**config.mk**
```make
export PLATFORM = sky130hd
export DESIGN_NAME = ram_burst_master
export DESIGN_NICKNAME = d
export VERILOG_FILES = /design/src/rtl/ram_burst_master.sv
export SDC_FILE = /design/constraint.sdc
export NUM_CORES = 1
export LEC_CHECK = 0
export CAP_MARGIN = 15
export CORE_ASPECT_RATIO = 1.75
export CORE_MARGIN = 4
export CORE_UTILIZATION = 45
export DETAILED_ROUTE_END_ITERATION = 7
export PLACE_DENSITY = 0.67
export SYNTH_ARGS = -nofsm -noshare
export SYNTH_HDL_FRONTEND = slang
export SYNTH_SLANG_ARGS = --single-unit
```
**constraint.sdc**
```tcl
create_clock -name clk -period 5 [get_ports clk]
set_input_delay 1 -clock clk [delete_from_list [all_inputs] [get_ports clk]]
set_output_delay 1 -clock clk [all_outputs]
set_load 0.01 [all_outputs]
```
**src/rtl/ram_burst_master.sv**
```systemverilog
// Burst initiator for one port of the 512x8 dual-port RAM: host command in, RAM strobes out,
// write data streamed in, read data streamed back through a 4-entry FIFO with backpressure.
//
// state    | meaning
// ST_IDLE  | waiting for a command, cmd_ready high
// ST_WRITE | accepting host words, one RAM write per wr handshake
// ST_READ  | issuing RAM reads and draining the read FIFO to the host
module ram_burst_master #(
    parameter int ADDR_W = 10,
    parameter int DATA_W = 8,
    parameter int DEPTH  = 512,
    parameter int LEN_W  = 10
) (
    input  logic              clk,
    input  logic              rst,
    input  logic              cmd_valid,
    output logic              cmd_ready,
    input  logic              cmd_write,
    input  logic [ADDR_W-1:0] cmd_addr,
    input  logic [LEN_W-1:0]  cmd_len,
    input  logic              wr_valid,
    output logic              wr_ready,
    input  logic [DATA_W-1:0] wr_data,
    output logic              rd_valid,
    input  logic              rd_ready,
    output logic [DATA_W-1:0] rd_data,
    output logic [ADDR_W-1:0] ram_addr,
    output logic [DATA_W-1:0] ram_wdata,
    output logic              ram_wren,
    output logic              ram_rden,
    input  logic [DATA_W-1:0] ram_q,
    output logic              busy,
    output logic              done,
    output logic              err
);

    localparam logic [ADDR_W:0] DEPTH_X = (ADDR_W+1)'(DEPTH);

    typedef enum logic [1:0] {ST_IDLE, ST_WRITE, ST_READ} state_t;

    state_t            state, state_nxt;
    logic              cmd_fire, cmd_bad, wr_fire, rd_fire, issue;
    logic [ADDR_W:0]   cmd_end;
    logic [ADDR_W-1:0] cur;
    logic [LEN_W-1:0]  xfer_left, issue_left;
    logic              rden_q;
    logic [DATA_W-1:0] fifo_mem [4];
    logic [1:0]        wr_ptr, rd_ptr;
    logic [2:0]        fifo_cnt;
    logic [2:0]        pending;

    always_comb begin
        cmd_ready = (state == ST_IDLE);
        wr_ready  = (state == ST_WRITE);
        busy      = (state != ST_IDLE);
        rd_valid  = (fifo_cnt != 3'd0);
        rd_data   = rd_valid ? fifo_mem[rd_ptr] : '0;
        cmd_end   = {1'b0, cmd_addr} + (ADDR_W+1)'(cmd_len);
        cmd_bad   = (cmd_len == '0) || ({1'b0, cmd_addr} >= DEPTH_X) || (cmd_end > DEPTH_X);
        cmd_fire  = cmd_valid && cmd_ready;
        wr_fire   = wr_valid && wr_ready;
        rd_fire   = rd_valid && rd_ready;
        // FIFO words plus reads still travelling through the RAM must never exceed 4
        pending   = fifo_cnt + 3'(ram_rden) + 3'(rden_q);
        issue     = (state == ST_READ) && (issue_left != '0) && (pending < 3'd4);
    end

    always_comb begin
        state_nxt = state;
        case (state)
            ST_IDLE: begin
                if (cmd_fire && !cmd_bad)
                    state_nxt = cmd_write ? ST_WRITE : ST_READ;
            end
            ST_WRITE: begin
                if (wr_fire && xfer_left == LEN_W'(1))
                    state_nxt = ST_IDLE;
            end
            ST_READ: begin
                if (rd_fire && xfer_left == LEN_W'(1))
                    state_nxt = ST_IDLE;
            end
            default: state_nxt = ST_IDLE;
        endcase
    end

    always_ff @(posedge clk or posedge rst) begin
        if (rst)
            state <= ST_IDLE;
        else
            state <= state_nxt;
    end

    always_ff @(posedge clk or posedge rst) begin
        if (rst) begin
            ram_addr   <= '0;
            ram_wdata  <= '0;
            ram_wren   <= 1'b0;
            ram_rden   <= 1'b0;
            rden_q     <= 1'b0;
            done       <= 1'b0;
            err        <= 1'b0;
            cur        <= '0;
            xfer_left  <= '0;
            issue_left <= '0;
        end else begin
            ram_wren <= 1'b0;
            ram_rden <= 1'b0;
            done     <= 1'b0;
            err      <= 1'b0;
            rden_q   <= ram_rden;
            case (state)
                ST_IDLE: begin
                    if (cmd_fire) begin
                        if (cmd_bad) begin
                            err <= 1'b1;
                        end else if (cmd_write) begin
                            cur        <= cmd_addr;
                            xfer_left  <= cmd_len;
                            issue_left <= '0;
                        end else begin
                            // first read goes out straight from the accept cycle
                            ram_rden   <= 1'b1;
                            ram_addr   <= cmd_addr;
                            cur        <= cmd_addr + ADDR_W'(1);
                            xfer_left  <= cmd_len;
                            issue_left <= cmd_len - LEN_W'(1);
                        end
                    end
                end
                ST_WRITE: begin
                    if (wr_fire) begin
                        ram_wren  <= 1'b1;
                        ram_addr  <= cur;
                        ram_wdata <= wr_data;
                        cur       <= cur + ADDR_W'(1);
                        xfer_left <= xfer_left - LEN_W'(1);
                        if (xfer_left == LEN_W'(1))
                            done <= 1'b1;
                    end
                end
                ST_READ: begin
                    if (issue) begin
                        ram_rden   <= 1'b1;
                        ram_addr   <= cur;
                        cur        <= cur + ADDR_W'(1);
                        issue_left <= issue_left - LEN_W'(1);
                    end
                    if (rd_fire) begin
                        xfer_left <= xfer_left - LEN_W'(1);
                        if (xfer_left == LEN_W'(1))
                            done <= 1'b1;
                    end
                end
                default: ;
            endcase
        end
    end

    // ram_q is taken only the cycle after a strobe; the RAM holds q otherwise
    always_ff @(posedge clk) begin
        if (rden_q)
            fifo_mem[wr_ptr] <= ram_q;
    end

    always_ff @(posedge clk or posedge rst) begin
        if (rst) begin
            wr_ptr   <= '0;
            rd_ptr   <= '0;
            fifo_cnt <= '0;
        end else begin
            if (rden_q)
                wr_ptr <= wr_ptr + 2'd1;
            if (rd_fire)
                rd_ptr <= rd_ptr + 2'd1;
            case ({rden_q, rd_fire})
                2'b10:   fifo_cnt <= fifo_cnt + 3'd1;
                2'b01:   fifo_cnt <= fifo_cnt - 3'd1;
                default: fifo_cnt <= fifo_cnt;
            endcase
        end
    end

endmodule
```
Word level (Yosys, flattened, before mapping):

Memories as Yosys holds them, arrays and structs flattened.
Cells that the tools add are included.

* bits in writable memories: 32
* word-level logic and storage cells: 114
* memories kept: 1
* output and inout bits: 34
* input port bits: 42
* flip-flop bits (word level): 62

Memories
* fifo_mem: depth 4, width 8, read ports 1, clocked after memory_dff 0, wr ports 1, line 47 `logic [DATA_W-1:0] fifo_mem [4];`

* reductions and logical operators: 25
* multiplexer cells: 45
* $lt $le $gt $ge: 3
* eq/ne operators: 14
* $add $sub $neg: 12

Operators by type and width (number)
* 2-to-1 mux 10 bit: 18
* case mux 10 bit (3 select lines): 3
* subtractor 10 x 1 -> 10 bit, second input constant: 3
* adder 10 x 1 -> 10 bit, second input constant: 2
* case mux 10 bit (2 select lines): 1
* 2-to-1 mux 1 bit: 14
* adder 10 x 10 -> 11 bit: 1
* > comparator 11 x 10 -> 1 bit, second input constant: 1
* equality test 10 x 1 -> 1 bit, second input constant: 1
* >= comparator 10 bit, second input constant: 1
* zero test 10 bit: 1
* != test 2 x 1 -> 1 bit, second input constant: 5
* AND reduction 5 bit: 2
* nonzero test 10 bit: 1
* logical AND 1 bit: 8
* 2-to-1 mux 2 bit: 4
* 2-to-1 mux 8 bit: 1
* != test 2 bit, second input constant: 4
* adder 3 x 1 -> 3 bit: 2
* case mux 2 bit (3 select lines): 1
* case mux 3 bit (2 select lines): 1
* AND reduction 6 bit: 1
* nonzero test 2 bit: 3
* nonzero test 3 bit: 2
* other kinds (13): 18

Longest topological paths before layout:

* depth in word-level cells: 7
* depth in mapped cells: 13
* depth with buffers taken out: 11

Worst setup path before layout:

Ideal clock, no wire load.

* path type: in2reg
* start point: input cmd_addr[0]
* end point: register cur[1]
* required time: 4872 ps
* arrival: 3394 ps
* path slack: 1478 ps
* stages on the path: 11
* cells stage by stage: ha_1 -> inv_1 -> fa_1 -> nor2b_1 -> o21ba_2 -> o311a_1 -> nor4_1 -> o31ai_1 -> o31a_1 -> nor2_2 -> mux2_1

* word-level cells in the longest chain between the ends: 5
* elaborated cells on any way between the ends: 12

Ends and longest elaborated chain
* start, declared: line 19 `input logic [ADDR_W-1:0] cmd_addr,`
* adder 10 x 10 -> 11 bit (tied with other cells): line 58 `cmd_end = {1'b0, cmd_addr} + (ADDR_W+1)'(cmd_len);`
* > comparator 11 x 10 -> 1 bit (tied with other cells): line 59 `cmd_bad = (cmd_len == '0) || ({1'b0, cmd_addr} >= DEPTH_X) || (cmd_end > DEPTH_X);`
* logical OR 1 bit / 2-to-1 mux 10 bit (equally long branches): line 59, 115
* != test 2 bit (no source line) / 2-to-1 mux 10 bit (equally long branches)
* AND reduction 5 bit (no source line) / case mux 10 bit (3 select lines) (equally long branches)
* end signal, assigned: line 118 `cur <= cmd_addr;`
* end signal, assigned: line 125 `cur <= cmd_addr + ADDR_W'(1);`
* end signal, assigned: line 136 `cur <= cur + ADDR_W'(1);`
* end, declared: line 44 `logic [ADDR_W-1:0] cur;`

Parallel ways exist; a longest one is shown, timed or not. The select of a mux whose other input is x is not followed.
A chain may end at the register's enable or synchronous reset.

Worst setup path in the final report:

* start point: input cmd_addr[0]
* end point: register xfer_left[5]

* word-level cells in the longest chain between the ends: 5
* elaborated cells on any way between the ends: 7

Ends and longest elaborated chain
* adder 10 x 10 -> 11 bit / >= comparator 10 bit (equally long branches): line 58, 59
* > comparator 11 x 10 -> 1 bit / logical OR 1 bit (equally long branches): line 59
* logical OR 1 bit *: line 59
* != test 2 bit (no source line) *
* AND reduction 5 bit (no source line) *
* end signal, assigned: line 119 `xfer_left <= cmd_len;`
* end signal, assigned: line 126 `xfer_left <= cmd_len;`
* end signal, assigned: line 137 `xfer_left <= xfer_left - LEN_W'(1);`
* end, declared: line 45 `logic [LEN_W-1:0] xfer_left, issue_left;`

Every way passes the cells marked *; elsewhere a longest branch is shown, timed or not.

==> out/results.ini <==
[clock_network]
cts_inserted_buffers=9
cts-resized-gates=0
postCtsSetupRepairBufs=0
h-tree-depth=3
cts_root_buffer=clkbuf_16
clock_path_buffers=2
clk_latency_ns=0.35
hold_buffers=0
path_clk_slew_ns=0.07
cts_tree=built
clkSinkCount=94

[route]
first_iter_violations=286
wirelength_mm=14.6
routedWlPerCell_um=18.4
first_pass_iters=5
vias=4534
drc=0
ant_nets=0
via_per_inst=5.72

[finish]
drive_above_1_share_pct=11.3
n_fill_cell=1051
area_delta_synth_final_pct=21.9
final_core_util_pct=56.3
num-nets-final=693
antenna_cells=0

[worst_setup_path]
r2r_cells=9
required_ns=5.23
crit_start=cmd_addr[0]
path_max_fanout=10
start_kind=input pin
critPathCapture=xfer_left[5]
r2r_start=issue_left[0]
r2r-end=issue_left[0]
arrival_ns=4.43
reg2reg_setup_slack_ns=2.18
path_class=in2reg
crit_path_end_kind=flop

[synthesis]
synthArstFlopShare_pct=66.0
synth.avg_cell_area_um2=10.3
syn_nets=616
yosys.area_share.simple_pct=14.9
yosysTopAreaCell=dfrtp_1
synth_seq_area_share_pct=44.9
ys.flop_type=dfrtp_1
synth_top_family_by_area=compound AO/OA/AOI/OAI gates
synthCells=545
synth_top_area_share_pct=27.7
synth.distinct_cells=65
yosysWarningCount=0
synth_edf_count=32
synthXorXnorAreaFrac_pct=3.91
synth_area_um2=5600
synthMuxAreaShare_pct=9.92
synthAdderAreaFrac_pct=6.75
synthTopCellsByArea=dfrtp_1 28%, edfxtp_1 17%, ha_1 6.0%
ys_seq_elements=94
synth_compound_area_share_pct=15.5

[sta]
period_share_pct=83.9
rsz0062_at_grt=no
tightestPinTransition_ns=0.909
slew_headroom_pct=38.9
finalCriticalPeriod_ns=4.19
max_clock_freq_mhz=238
hold_viol=0
slew_violations=0
finalSetupViolCount=0
fin_ws_ns=0.807
holdWs_ns=0.419
skew_ns=0.0112
finalSetupTns_ns=0

[power_and_ir_drop]
max-vdd-ir-drop_uv=351
p_leak_nw=2.81
p_total_mw=3.84
power.density_nw_per_um2=563

[placement]
hpwl_mm=11.2
gp_congestion=0.911
dpl_worst_slack_ns=0.490
port-buffer-count=75

[grt]
grt_use_met3_pct=2.99
grt_pass1_vias=4730
grt_util_met2_pct=39.8
grt_max_degree=36
grtUsageTotal_pct=21.1
grt_overflow=0
grt_busiest_layer=met2
antenna_found_initial=0
met1_usage_pct=22.8
grt_pass1_wl_mm=23.9

[hold_path]
hold_path.class=reg2reg

[floorplanning]
ioPinCount=76
initial_core_util_pct=46.1
fp.dieH_um=156
die_w_um=92.3
core-area_um2=12100
placementRows=53
die_area_um2=14400

[run]
drv_cap=0

[status]
status=finished, final reports clean

-- cell usage after synthesis, types with 3 or more instances --
library cell   n
xor2_1        12
o22ai_1        8
o31ai_1        6
xnor2_1       13
mux2i_1        6
o31a_1         3
a21oi_1       20
o21ai_1        6
nand4_1        4
nor4_1        10
nor3_1        11
a211oi_1       5
dfrtp_1       62
buf_6          4
inv_1         35
nand2_1       50
nand3_1       11
a2bb2oi_1      7
a211o_1        3
a22oi_1        4
edfxtp_1      32
mux4_2         8
mux2_2        23
and2_1        15
nor2_1        34
ha_1          27
mux2_4         3
or2_2          3
o21ai_0       45
nand2b_1       9
nor2b_1        4
and3_1         8
clkbuf_1      15
-- sequential cells by signal, summed over array words and instances (netlist names) --
name and flops:
fifo_mem 32, cur 10, issue_left 10, ram_addr 10, xfer_left 10, ram_wdata 8, fifo_cnt 3, rd_ptr 2
state 2, wr_ptr 2, done 1, err 1, ram_rden 1, ram_wren 1, rden_q 1
-- cell families (layout without fill, tap and decap cells) --
| family | Yosys count | in the layout |
|---|---|---|
| simple gates | 169 | 169 |
| compound gates | 133 | 133 |
| flops | 94 | 94 |
| buf+inv | 54 | 136 |
| mux | 41 | 41 |
| fa+ha+maj | 29 | 29 |
| xor+xnor | 25 | 25 |
-- how the worst min path moves through the flow --
stage / from / to / slack, ns / depth (start not counted)
2_1_floorplan: ram_rden / rden_q / 0.43 / 0
6_report: ram_rden / rden_q / 0.42 / 0
5_1_grt: ram_rden / rden_q / 0.43 / 0
3_5_place_dp: ram_rden / rden_q / 0.40 / 0
4_1_cts: ram_rden / rden_q / 0.42 / 0
3_3_place_gp: ram_rden / rden_q / 0.41 / 0
-- metrics by stage --
stage                     area (um^2)  cells
after global routing             6830    792
after detailed placement         6530    776
final                            6830    792
after global placement           6530    776
after floorplan                  5600    545
after CTS                        6830    792
-- critical path, stage by stage --
cell	delay, ns
clkdlybuf4s50_1	0.56
ha_1	0.22
inv_1	0.06
fa_1	0.40
nor2b_1	0.22
o21ba_2	0.22
mux2i_1	0.09
nor4b_1	0.26
a41oi_1	0.23
o31a_1	0.37
nand2b_1	0.40
mux2_4	0.39
-- per-layer routing --
metal | routed length, um | vias up | part of all wire, %
met1 | 5440 | 2196 | 37
met3 | 604 | 34 | 4.1
met5 | 0 | - | 0
met4 | 466 | 0 | 3.2
met2 | 8090 | 162 | 55
li1 | - | 2142 | -
-- layout by cell type, fill, tap and decap left out, types with 3 or more instances in the layout --
| master | netlist | final |
|---|---|---|
| mux2i_1 | 6 | 6 |
| or2_2 | 3 | 3 |
| clkdlybuf4s50_1 | 0 | 75 |
| clkbuf_16 | 0 | 9 |
| xor2_1 | 12 | 12 |
| o21ai_0 | 45 | 45 |
| nor2b_1 | 4 | 4 |
| a211oi_1 | 5 | 5 |
| buf_4 | 0 | 10 |
| edfxtp_1 | 32 | 32 |
| nor2_1 | 34 | 34 |
| and3_1 | 8 | 8 |
| nand2b_1 | 9 | 9 |
| a211o_1 | 3 | 3 |
| nand3_1 | 11 | 11 |
| mux2_2 | 23 | 23 |
| nor3_1 | 11 | 11 |
| mux4_2 | 8 | 8 |
| xnor2_1 | 13 | 13 |
| o31a_1 | 3 | 3 |
| nand2_1 | 50 | 50 |
| and2_1 | 15 | 15 |
| dfrtp_1 | 62 | 62 |
| a21oi_1 | 20 | 20 |
| o22ai_1 | 8 | 8 |
| inv_1 | 35 | 34 |
| mux2_4 | 3 | 3 |
| a2bb2oi_1 | 7 | 7 |
| nor4_1 | 10 | 10 |
| a22oi_1 | 4 | 4 |
| ha_1 | 27 | 27 |
| nand4_1 | 4 | 4 |
| o21ai_1 | 6 | 6 |
| o31ai_1 | 6 | 6 |
-- where the power goes --
group	total [mW]	internal (mW)	switching (mW)
clock network	0.685	0.353	0.332
registers	1.28	1.05	0.233
logic	1.88	0.928	0.951
-- final cells by class --
cell class	instances	area (um^2)	area share, %
Inverter	35	131	1.92
Clock buffer	9	225	3.30
Sequential cell	94	2510	36.8
Tap cell	165	206	3.02
Clock inverter	7	72.6	1.06
Multi-Input combinational cell	397	2860	41.8
Timing Repair Buffer	85	826	12.1
No activity file was read; power rests on OpenSTA's default activity.
